<file path="src/rtl/cosim_run_pkg.sv">
// Shared types and finish codes for the co-simulation run sequencer.
// Finish codes are what the DPI layer reads back when finishValid rises.
package cosim_run_pkg;

  typedef enum logic [2:0] {
    RST   = 3'd0,
    RUN   = 3'd1,
    DRAIN = 3'd2,
    PASS  = 3'd3,
    FAIL  = 3'd4
  } run_state_e;

  localparam logic [7:0] FIN_RUNNING = 8'd0;
  localparam logic [7:0] FIN_PASS    = 8'd255;
  localparam logic [7:0] FIN_WDOG    = 8'd1;
  localparam logic [7:0] FIN_DUMPEND = 8'd2;
  localparam logic [7:0] FIN_EXTERR  = 8'd3;
  localparam logic [7:0] FIN_DRAIN   = 8'd4;

endpackage

</file>
<file path="src/rtl/cosim_watchdog.sv">
// Commit watchdog: counts cycles since the last kick while enabled.
// expired is combinational and tells the owner that this edge would reach the limit.
module cosim_watchdog (
  input  logic        clock,
  input  logic        resetN,
  input  logic        clr,
  input  logic        en,
  input  logic        kick,
  input  logic [31:0] limit,
  output logic        expired
);

  logic [31:0] count;

  always_ff @(posedge clock or negedge resetN) begin
    if (!resetN) begin
      count <= '0;
    end else if (clr) begin
      count <= '0;
    end else if (en) begin
      if (kick) begin
        count <= '0;
      end else if (count != '1) begin
        count <= count + 32'd1;
      end
    end
  end

  // A kick on the expiring edge rescues the run; limit 0 disables the check.
  assign expired = en && !kick && (limit != '0) && (count == limit - 32'd1);

endmodule

</file>
<file path="src/rtl/cosim_run_sequencer.sv">
// Run controller for the emulation testbench: DUT reset/init sequencing, cycle count,
// commit watchdog, waveform dump window and the pass/fail decision.
module cosim_run_sequencer
  import cosim_run_pkg::*;
#(
  parameter int unsigned RESET_CYCLES = 5,
  parameter int unsigned INIT_CYCLES  = 1,
  parameter int unsigned DRAIN_LIMIT  = 1024,
  parameter int unsigned CNT_W        = 64
) (
  input  logic             clock,
  input  logic             resetN,
  input  logic             commit,
  input  logic             idle,
  input  logic             doneReq,
  input  logic             errReq,
  input  logic [31:0]      maxInterval,
  input  logic [CNT_W-1:0] dumpStart,
  input  logic [CNT_W-1:0] dumpEnd,
  output logic             dutReset,
  output logic             initFlag,
  output logic             dumpEnable,
  output logic [CNT_W-1:0] cycle,
  output logic             finishValid,
  output logic [7:0]       finishCode,
  output run_state_e       dbg_state
);

  // finishValid/finishCode form a valid-only channel (no ready): once finishValid
  // rises it is sticky until resetN, and finishCode is stable whenever it is high.

  run_state_e       state, state_nxt;
  logic [7:0]       code_nxt;
  logic [CNT_W-1:0] cycle_nxt;
  logic [31:0]      phase_cnt, phase_nxt;
  logic             dump_hit, wd_expired, terminal, fin_nxt;

  cosim_watchdog u_wdog (
    .clock   (clock),
    .resetN  (resetN),
    .clr     (state == RST),
    .en      (state == RUN),
    .kick    (commit),
    .limit   (maxInterval),
    .expired (wd_expired)
  );

  // Every decision is taken against the cycle value this edge will publish,
  // so all registered outputs agree with the cycle they are shown alongside.
  always_comb begin
    terminal  = (state == PASS) || (state == FAIL);
    cycle_nxt = cycle;
    if (!terminal && (cycle != '1)) begin
      cycle_nxt = cycle + CNT_W'(1);
    end
    dump_hit  = (dumpEnd != '0) && (cycle_nxt == dumpEnd);
    state_nxt = state;
    code_nxt  = finishCode;
    phase_nxt = '0;

    unique case (state)
      RST: begin
        if (dump_hit) begin
          state_nxt = FAIL;
          code_nxt  = FIN_DUMPEND;
        end else if (cycle_nxt >= CNT_W'(RESET_CYCLES)) begin
          state_nxt = RUN;
        end
      end
      RUN: begin
        if (errReq) begin
          state_nxt = FAIL;
          code_nxt  = FIN_EXTERR;
        end else if (dump_hit) begin
          state_nxt = FAIL;
          code_nxt  = FIN_DUMPEND;
        end else if (wd_expired) begin
          state_nxt = FAIL;
          code_nxt  = FIN_WDOG;
        end else if (doneReq) begin
          state_nxt = DRAIN;
        end
      end
      DRAIN: begin
        phase_nxt = phase_cnt + 32'd1;
        if (errReq) begin
          state_nxt = FAIL;
          code_nxt  = FIN_EXTERR;
        end else if (dump_hit) begin
          state_nxt = FAIL;
          code_nxt  = FIN_DUMPEND;
        end else if (idle) begin
          state_nxt = PASS;
          code_nxt  = FIN_PASS;
        end else if (phase_nxt == 32'(DRAIN_LIMIT)) begin
          state_nxt = FAIL;
          code_nxt  = FIN_DRAIN;
        end
      end
      default: begin
        state_nxt = state;
      end
    endcase

    fin_nxt = (state_nxt == PASS) || (state_nxt == FAIL);
  end

  always_ff @(posedge clock or negedge resetN) begin
    if (!resetN) begin
      state       <= RST;
      cycle       <= '0;
      phase_cnt   <= '0;
      dutReset    <= 1'b1;
      initFlag    <= 1'b1;
      dumpEnable  <= 1'b0;
      finishValid <= 1'b0;
      finishCode  <= FIN_RUNNING;
    end else begin
      state       <= state_nxt;
      cycle       <= cycle_nxt;
      phase_cnt   <= phase_nxt;
      dutReset    <= (state_nxt == RST);
      initFlag    <= initFlag && (cycle_nxt < CNT_W'(INIT_CYCLES));
      dumpEnable  <= !fin_nxt && (dumpStart <= cycle_nxt) &&
                     ((dumpEnd == '0) || (cycle_nxt < dumpEnd));
      finishValid <= fin_nxt;
      finishCode  <= code_nxt;
    end
  end

  assign dbg_state = state;

endmodule

</file>
<file path="config.mk">
export PLATFORM = sky130hd
export DESIGN_NAME = cosim_run_sequencer
export DESIGN_NICKNAME = d
export VERILOG_FILES = /design/src/rtl/cosim_run_pkg.sv /design/src/rtl/cosim_watchdog.sv /design/src/rtl/cosim_run_sequencer.sv
export SDC_FILE = /design/constraint.sdc
export NUM_CORES = 1
export LEC_CHECK = 0
export ABC_AREA = 1
export CAP_MARGIN = 20
export CORE_ASPECT_RATIO = 0.5
export CORE_UTILIZATION = 52
export CTS_BUF_LIST = sky130_fd_sc_hd__clkbuf_2
export DETAILED_ROUTE_END_ITERATION = 10
export DONT_BUFFER_PORTS = 1
export PLACE_DENSITY = 0.67
export SYNTH_ARGS = -nofsm -noshare
export SYNTH_HDL_FRONTEND = slang
export SYNTH_SLANG_ARGS = --single-unit
</file>
<file path="constraint.sdc">
create_clock -name clock -period 4.84 [get_ports clock]
set_input_delay 1.21 -clock clock [delete_from_list [all_inputs] [get_ports clock]]
set_output_delay 1.21 -clock clock [all_outputs]
set_load 0.01 [all_outputs]
</file>
==> qor.txt <==
GRT Util Overall - 0.332
Synth Warn # - 0
Worst Hold Class - primary input to async pin
setup bufs post-CTS - 0
via count - 14.5k
top post-synthesis cells by area - dfrtp_1 24%, nand2_1 20%, ha_1 12%
cts bufs inserted - 17
worst-margin pin slew - 772 ps
max cap viols - 0
Worst EP required - 5630 ps
area delta synth->final - 5.10%
Setup Viol. Count Final - 0
syn_nets - 2583
r2r setup slk - 400 ps
Worst R2R End - dumpEnable
VDD IR max - 117 uV
crit path kind - register to register
register area share after synthesis - 0.246
overall die height - 119 um
Power Density - 148 nW/um^2
vias per cell - 5.44
IO Count - 245
initial core utilization - 0.532
leading area contributor after synthesis - dfrtp_1
die area - 27900 um^2
Synth top area share - 0.242
clk buf depth - 2
Worst path max stage delay - 530 ps
Worst EP arrival - 5220 ps
Synth Cell Area - 14200 um^2
largest net degree at the start of global routing - 138
reg2reg start - cycle[1]
hpwl dp - 38300 um
GRT overflow - 0
status - finished, final reports clean
Final Hold Viols - 0
vias in the first global route - 13.1k
fin util - 0.560
Critical Path End - dumpEnable
Lkg Pwr - 0.00758 uW
worst-skew pair later-pin latency - 840 ps
total negative slack - 0 ps
Avg Inst Size Synth - 6.19 um^2
TritonCTS clock tree - done
initial DRC count - 1312
CP startpoint - cycle[1]
final hold slack - 177 ps
initial antenna violation count - 4
worst-path cell with the longest stage delay - dfrtp_2
setup ws final - 403 ps
drt total wl - 46100 um
clock-pin slew on the worst setup and hold paths - 230 ps
clock skew - 29.5 ps
Placed Area - 14500 um^2
r2r worst-path depth - 29
commonest non-fill, non-tap cells in the layout - 742 x nand2_1, 368 x nor2_1, 316 x inv_1, 134 x dfrtp_1, 131 x ha_1
first-pass GRT wire length - 71600 um
DRC - 0
layout cell share with drive strength beyond 1 - 0.0589
Clock Sink Count - 139
Max Slew Vio Count - 0
First-pass DRT Iterations - 8
min cycle time layout - 4440 ps
Crit. End Element - register
Synth cell types - 56
CP Launch Type - register
Seq cells post-synth - 139
post-route ant nets - 0
Die W - 235 um
Rel. slew slack - 0.481
design area - 14900 um^2
wire length per cell - 17.3 um
# port buffers - 0
fmax - 225 MHz
Post-Syn Instances - 2286
DP Worst Slack - 421 ps
Final nets - 2593
Root Buffer Master - clkbuf_2
top_reg_cell synth - dfrtp_1
crit path max fanout - 8
RePlAce Congestion - 1.03
most common cell after layout, fill and taps aside - nand2_1
number of synthesized flops with an enable pin - 0
H-tree depth - 4
RSZ-0062 raised after global routing - no
Critical Path Most Common Cell - nand2_1
fin crit share - 0.917
FFs w/ async S/R, synth - 1.00
Core Rows - 42
CORE AREA - 26600 um^2
==> cell families after synthesis <==
group	Yosys count	synth area share
compound gates	226	0.0967
buf+inv	353	0.100
fa+ha+maj	131	0.116
xor+xnor	56	0.0366
simple gates	1381	0.405
flops	139	0.246
==> flip-flops by register name, indices dropped and copies added (netlist names) <==
signal        cells
cycle            64
finishValid       1
phase_cnt        32
dumpEnable        1
dutReset          1
dbg_state         3
finishCode        4
u_wdog.count     32
initFlag          1
==> worst min path at each step <==
stage / end / slack [ps] / cells past startpoint
2_1_floorplan: phase_cnt[0] / 480 / 1
3_3_place_gp: phase_cnt[0] / 520 / 1
3_5_place_dp: phase_cnt[0] / 530 / 1
4_1_cts: dutReset / 90 / 0
5_1_grt: dutReset / 80 / 0
6_report: dutReset / 180 / 0
==> through the flow <==
step | power [uW] | cells
after global placement | 1370 | 2628
final | 2200 | 2665
after global routing | 2300 | 2665
after floorplan | 1330 | 2286
after CTS | 2220 | 2661
after detailed placement | 1370 | 2628
==> synthesized netlist by cell type, drive strengths merged (3+ instances only) <==
| cell type | number |
|---|---|
| a211oi | 9 |
| a21oi | 94 |
| a221oi | 3 |
| a31oi | 4 |
| and2 | 6 |
| buf | 20 |
| clkbuf | 5 |
| dfrtp | 137 |
| ha | 131 |
| inv | 326 |
| nand2 | 762 |
| nand3 | 112 |
| nand3b | 4 |
| nand4 | 61 |
| nor2 | 388 |
| nor3 | 30 |
| nor4 | 11 |
| o211ai | 3 |
| o21a | 3 |
| o21ai | 85 |
| o21bai | 12 |
| xnor2 | 20 |
| xor2 | 34 |
==> worst max-delay path: cells and delay by family, from the launching register on <==
family,cells,cell delay [ps]
adders and majority gates,2,500
DFF,1,530
buffers and inverters,7,650
and+or+nand+nor,19,2510
AOI/OAI and AO/OA,1,190
==> routing by layer <==
metal,wire [um],GRT usage,vias to the layer above
li1,-,-,7325
met1,21400,0.463,6604
met2,20100,0.510,510
met3,3560,0.0769,56
met4,1080,0.100,0
met5,0,0,-
==> power breakdown <==
group / total, uW / switching (uW) / leakage [uW] / internal, uW
sequential: 1170 / 2.98 / 0.00180 / 1160
clock: 820 / 514 / 0.000166 / 306
combinational: 210 / 132 / 0.00561 / 77.6
==> final cells by class <==
cell class / instances / area (um^2)
Sequential cell: 139 / 3480
Fill cell: 2784 / 11700
Antenna cell: 4 / 10.0
Clock buffer: 18 / 90.1
Multi-Input combinational cell: 1794 / 9280
Timing Repair Buffer: 16 / 165
Tap cell: 352 / 440
Inverter: 328 / 1230
Clock inverter: 14 / 181
==> repair_timing <==
| action | in CTS | in global routing |
|---|---|---|
| hold buffers | 1 | 0 |
| gates resized for setup | 0 | 10 |
| endpoints found under the setup margin | 0 | 7 |
| hold endpoints to repair | 137 | 0 |
Power figures use the tool's default switching activity.
